**src/rtl/sobel_window_gen.sv**
```systemverilog
// sobel_window_gen: streaming 3x3 neighbourhood generator feeding a Sobel stage.
// Pixels arrive in raster order over valid/ready. A shift line of 2*WIDTH+3
// pixels holds every neighbour that a pending interior window can still need.
// One window per pixel position leaves through a registered output stage.
// Border windows are zero and carry a flag.
module sobel_window_gen #(
    parameter int WIDTH = 8,
    parameter int DEPTH = 8,
    parameter int CW    = $clog2(WIDTH*DEPTH+1)
) (
    input  logic                     clk,
    input  logic                     rst_n,
    input  logic                     in_valid,
    output logic                     in_ready,
    input  logic [7:0]               in_pixel,
    output logic                     out_valid,
    input  logic                     out_ready,
    output logic [71:0]              out_window,
    output logic                     out_border,
    output logic [$clog2(WIDTH)-1:0] out_x,
    output logic [$clog2(DEPTH)-1:0] out_y,
    output logic                     frame_done
);

    localparam int XW    = $clog2(WIDTH);
    localparam int YW    = $clog2(DEPTH);
    localparam int TOTAL = WIDTH * DEPTH;
    // Input may lead output by WIDTH+2 pixels. The oldest pixel a window uses
    // lies WIDTH+1 behind its centre, so 2*WIDTH+3 entries cover the live span.
    localparam int LEN   = 2 * WIDTH + 3;

    localparam logic [CW:0]   TOTAL_EXT = (CW+1)'(TOTAL);
    localparam logic [CW:0]   LEAD_EXT  = (CW+1)'(WIDTH + 2);
    localparam logic [CW-1:0] LAST_WIN  = CW'(TOTAL - 1);
    localparam logic [XW-1:0] X_LAST    = XW'(WIDTH - 1);
    localparam logic [YW-1:0] Y_LAST    = YW'(DEPTH - 1);

    logic [CW-1:0] in_cnt_reg, in_cnt_next;
    logic [CW-1:0] out_cnt_reg, out_cnt_next;
    logic [XW-1:0] ox_reg, ox_next;
    logic [YW-1:0] oy_reg, oy_next;

    logic [7:0]    line_reg  [LEN];
    logic [7:0]    line_next [LEN];

    logic          out_valid_reg;
    logic [71:0]   out_window_reg;
    logic          out_border_reg;
    logic [XW-1:0] out_x_reg;
    logic [YW-1:0] out_y_reg;
    logic          frame_done_reg;

    logic          room_ok;
    logic          in_beat;
    logic          out_beat;
    logic          last_win;
    logic          border_next;
    logic          interior_ok;
    logic          emit_next;
    logic          load;
    logic [71:0]   win_next;

    // Input accepted while the frame is incomplete and the lead is below WIDTH+2.
    // Gating with rst_n keeps in_ready low for the whole reset interval.
    assign room_ok  = ({1'b0, in_cnt_reg} < TOTAL_EXT) &&
                      ({1'b0, in_cnt_reg} < ({1'b0, out_cnt_reg} + LEAD_EXT));
    assign in_ready = rst_n & room_ok;
    assign in_beat  = in_valid & in_ready;
    assign out_beat = out_valid_reg & out_ready;
    assign last_win = (out_cnt_reg == LAST_WIN);

    // Next counters and centre coordinates. The last output beat wraps the frame.
    always_comb begin
        in_cnt_next  = in_cnt_reg;
        out_cnt_next = out_cnt_reg;
        ox_next      = ox_reg;
        oy_next      = oy_reg;
        if (out_beat && last_win) begin
            // All pixels are already in at this point, so no input beat is lost.
            in_cnt_next  = '0;
            out_cnt_next = '0;
            ox_next      = '0;
            oy_next      = '0;
        end else begin
            if (in_beat) begin
                in_cnt_next = in_cnt_reg + CW'(1);
            end
            if (out_beat) begin
                out_cnt_next = out_cnt_reg + CW'(1);
                if (ox_reg == X_LAST) begin
                    ox_next = '0;
                    oy_next = oy_reg + YW'(1);
                end else begin
                    ox_next = ox_reg + XW'(1);
                end
            end
        end
    end

    // Post-edge view of the shift line: entry 0 is the newest pixel.
    genvar gi;
    generate
        for (gi = 0; gi < LEN; gi++) begin : g_line
            if (gi == 0) begin : g_head
                assign line_next[gi] = in_beat ? in_pixel : line_reg[gi];
            end else begin : g_body
                assign line_next[gi] = in_beat ? line_reg[gi-1] : line_reg[gi];
            end
        end
    endgenerate

    // An interior window is emittable only when the lead is exactly WIDTH+2.
    // Pixel (ox-1+c, oy-1+r) then sits at a fixed depth in the line.
    generate
        for (gi = 0; gi < 9; gi++) begin : g_tap
            localparam int TAP = 2*WIDTH + 2 - (gi / 3) * WIDTH - (gi % 3);
            assign win_next[8*gi +: 8] = line_next[TAP];
        end
    endgenerate

    assign border_next = (ox_next == '0) || (ox_next == X_LAST) ||
                         (oy_next == '0) || (oy_next == Y_LAST);
    assign interior_ok = ({1'b0, in_cnt_next} >= ({1'b0, out_cnt_next} + LEAD_EXT));
    assign emit_next   = border_next | interior_ok;
    assign load        = ~out_valid_reg | out_ready;

    // Frame counters and centre coordinates of the pending window.
    always_ff @(posedge clk or negedge rst_n) begin
        if (!rst_n) begin
            in_cnt_reg  <= '0;
            out_cnt_reg <= '0;
            ox_reg      <= '0;
            oy_reg      <= '0;
        end else begin
            in_cnt_reg  <= in_cnt_next;
            out_cnt_reg <= out_cnt_next;
            ox_reg      <= ox_next;
            oy_reg      <= oy_next;
        end
    end

    // Pixel shift line; shifts only on accepted input beats.
    always_ff @(posedge clk or negedge rst_n) begin
        if (!rst_n) begin
            for (int i = 0; i < LEN; i++) begin
                line_reg[i] <= '0;
            end
        end else if (in_beat) begin
            line_reg[0] <= in_pixel;
            for (int i = 1; i < LEN; i++) begin
                line_reg[i] <= line_reg[i-1];
            end
        end
    end

    // Registered output stage. It holds while stalled and reloads whenever the slot frees.
    always_ff @(posedge clk or negedge rst_n) begin
        if (!rst_n) begin
            out_valid_reg  <= 1'b0;
            out_window_reg <= '0;
            out_border_reg <= 1'b0;
            out_x_reg      <= '0;
            out_y_reg      <= '0;
        end else if (load) begin
            out_valid_reg  <= emit_next;
            out_window_reg <= border_next ? 72'd0 : win_next;
            out_border_reg <= border_next;
            out_x_reg      <= ox_next;
            out_y_reg      <= oy_next;
        end
    end

    // One-cycle pulse after the last window of a frame is taken.
    always_ff @(posedge clk or negedge rst_n) begin
        if (!rst_n) begin
            frame_done_reg <= 1'b0;
        end else begin
            frame_done_reg <= out_beat & last_win;
        end
    end

    assign out_valid  = out_valid_reg;
    assign out_window = out_window_reg;
    assign out_border = out_border_reg;
    assign out_x      = out_x_reg;
    assign out_y      = out_y_reg;
    assign frame_done = frame_done_reg;

endmodule
```
**config.mk**
```make
export PLATFORM = sky130hd
export DESIGN_NAME = sobel_window_gen
export DESIGN_NICKNAME = d
export VERILOG_FILES = /design/src/rtl/sobel_window_gen.sv
export SDC_FILE = /design/constraint.sdc
export NUM_CORES = 1
export LEC_CHECK = 0
export BUFFER_PORTS_ARGS = -buffer_cell sky130_fd_sc_hd__buf_2
export CORE_UTILIZATION = 59
export CTS_CLUSTER_DIAMETER = 80
export CTS_CLUSTER_SIZE = 24
export DETAILED_ROUTE_END_ITERATION = 12
export PLACE_DENSITY = 0.83
export SLEW_MARGIN = 20
export SYNTH_ARGS = -nofsm -noshare
export SYNTH_HDL_FRONTEND = slang
export SYNTH_SLANG_ARGS = --single-unit
```
**constraint.sdc**
```tcl
create_clock -name clk -period 4.7 [get_ports clk]
set_clock_uncertainty 0.05 [all_clocks]
set_input_delay 0.94 -clock clk [delete_from_list [all_inputs] [get_ports clk]]
set_output_delay 0.94 -clock clk [all_outputs]
set_load 0.1 [all_outputs]
```
==> reports/results.txt <==
Number of DRC markers in iteration 0: 269
CTS buffer count: 14
Startpoint types: flop
Die Wd: 133 um
Drt first pass iters: 4
Layout cell share with drive strength beyond 1: 37.7%
Core Footprint: 16600 um2
Sequential share of the synthesized area: 62.5%
Port buffer count: 93
Tmin final: 4.02 ns
Average wire per standard cell: 19.2 um
Initial antenna violation count: 0
Final Cycle Share: 85.5%
#FFs+latches synth: 253
Asr flop ratio synth: 100%
Final Setup Violations: 0
Register area: 6330 um2
Metal1 wirelength: 8.02 mm
Run status: complete, no violations
Largest net degree at the start of global routing: 105
Hold_buf cts: 0
WL final: 18.7 mm
Slew HR: 24.6%
Met3 wire length: 830 um
F_max: 0.249 GHz
Vias in the first global route: 6235
Synthesis Warnings: 0
CTS HTree Levels: 1
Post CTS Setup Buffer Count: 0
Critical Path Fanout Max: 5
Pins over their slew limit: 0
Diodes inserted: 0
Chip height: 133 um
Num rows: 47
Starting Density: 60.9%
Largest register FFs: 152
Area of the multi-input gates: 3550 um2
Max-Cap Viols: 0
Req. time, crit path: 3.71 ns
Reg clk slew, reported paths: 0.09 ns
Clk Latency, worst-skew pair: 0.47 ns
Top Ports: 94
Crit-path slowest cell: buf_2
CTS tree: done
Slew @ Worst Pin: 1.13 ns
Synth Instances: 678
Syn Nets: 710
GPL Wtd Cong: 0.813
Distinct cell type count after synthesis: 49
Grt ovf: 0
GRT Overall Usage: 22.0%
Vias/cell: 6.05
Post_cts resized: 0
HPWL Detailed: 12.4 mm
Crit path kind: reg2out
Area growth, synth to finish: 10.4%
Hold Vio Cnt, Final: 0
Final ANT Viol Nets: 0
Main synth FF type: dfrtp_1
Synthesized cell area: 10100 um2
DR top layer: met4
Fillers: 1151
Clock sinks: 253
First-pass GRT wire length: 31.4 mm
Post-Route Setup TNS: 0 ns
Commonest cells after routing, fill and taps aside: 253 x dfrtp_1, 155 x mux2_2, 92 x buf_2, 72 x a32o_1, 20 x ha_1
Met2 wire length: 9.69 mm
Crit path arrival time: 3.03 ns
Via count: 5890
Biggest cell delay along the critical path: 0.46 ns
EDFF count, synth: 0
DR DRC count: 0
Net count reported at finish: 785
CP endpoint kind: primary output
Clock root cell: clkbuf_16
Crit-path cells: ha_1, o21ai_0, xor2_1, ha_1, a21o_1, a21oi_1, o31ai_2, a21oi_1, buf_2
Commonest non-fill, non-tap cell in the layout: dfrtp_1
Post-Synthesis Mean Instance Area: 14.9 um2
Hold Crit Class: in2async
Unrepaired setup endpoints after global routing: false
CTS max path bufs: 3
Total die area: 17700 um2
[Yosys cell counts, types with 2 or more instances]
master	count	area share [%]
a21o_1	2	0.15
o21ai_0	3	0.15
and3_1	4	0.25
nor3_1	2	0.099
a211o_1	2	0.17
inv_1	8	0.30
mux2i_1	2	0.20
a32o_1	72	7.1
and2_1	4	0.25
nand3_1	6	0.30
buf_6	3	0.33
a21oi_1	10	0.49
buf_4	13	0.96
nand4_1	2	0.12
a41oi_1	2	0.17
xor2_1	8	0.69
buf_2	4	0.20
o22ai_1	2	0.12
mux2_2	155	17
nor2b_1	2	0.12
ha_1	20	2.5
clkbuf_1	24	0.89
dfrtp_1	253	63
nand2b_1	6	0.37
nor2_1	13	0.48
nand2_1	19	0.70
xnor2_1	9	0.78
nand3b_1	2	0.15
o21a_1	3	0.22
o31ai_1	4	0.30
[stage by stage]
| step | area [um2] | cells | worst slack (ns) | utilization [%] | hold slack (ns) |
|---|---|---|---|---|---|
| final | 11200 | 974 | 0.680 | 67.2 | 0.309 |
| after global routing | 11200 | 974 | 0.502 | 67.2 | 0.327 |
| after CTS | 11200 | 974 | 0.694 | 67.2 | 0.313 |
| after detailed placement | 10800 | 957 | 0.912 | 64.7 | 0.424 |
| after global placement | 10800 | 957 | 1.05 | 64.7 | 0.416 |
| after floorplan | 10100 | 678 | 0.516 | - | 0.422 |
[cell type report]
class / count / share of cell area [%]
sequential: 253 / 56.6
timing repair buffer: 104 / 5.21
multi-input combinational: 372 / 31.7
clock inverter: 2 / 0.347
tap: 220 / 2.46
inverter: 8 / 0.269
clock buffer: 15 / 3.36
[worst paths after layout]
path | startpoint | cells past startpoint | to | slack [ns]
worst max-delay path | out_cnt_reg[1]$_DFF_PN0_ | 9 | in_ready | 0.68
worst min-delay path | rst_n | 1 | line_reg[88]$_DFFE_PN0N_ | 0.31
worst max register to register | out_cnt_reg[1]$_DFF_PN0_ | 17 | out_valid$_DFFE_PN0P_ | 0.86
worst min register to register | out_window[49]$_DFFE_PN0P_ | 1 | out_window[49]$_DFFE_PN0P_ | 0.44
max in group asynchronous | rst_n | 3 | line_reg[73]$_DFFE_PN0N_ | 2.24
min in group clk | out_window[49]$_DFFE_PN0P_ | 1 | out_window[49]$_DFFE_PN0P_ | 0.44
[cells by family after synthesis]
logic type,Yosys count,synth area share [%]
muxes,157,17.4
adders and majority gates,20,2.47
and+or+nand+nor,65,3.19
AOI/OAI and AO/OA,113,10.2
xor gates and xnor gates,17,1.47
buffers and inverters,53,2.72
DFF,253,62.5
[layer usage]
metal  global-route usage [%]  up-vias
met5                        0        -
met4                     4.21        0
met3                     3.52       19
met2                     38.6      110
met1                     29.2     3093
li1                         -     2668
[critical path: cells and delay by family (launching register included)]
kind / cells / cell delay [ns]
buf+inv: 1 / 0.46
xor+xnor: 1 / 0.16
compound gates: 5 / 0.97
fa+ha+maj: 2 / 0.52
flops: 1 / 0.44
Power is left out: the tool's default activity adds up to more than one toggle a clock period on the data nets, which glitch-free logic cannot reach.
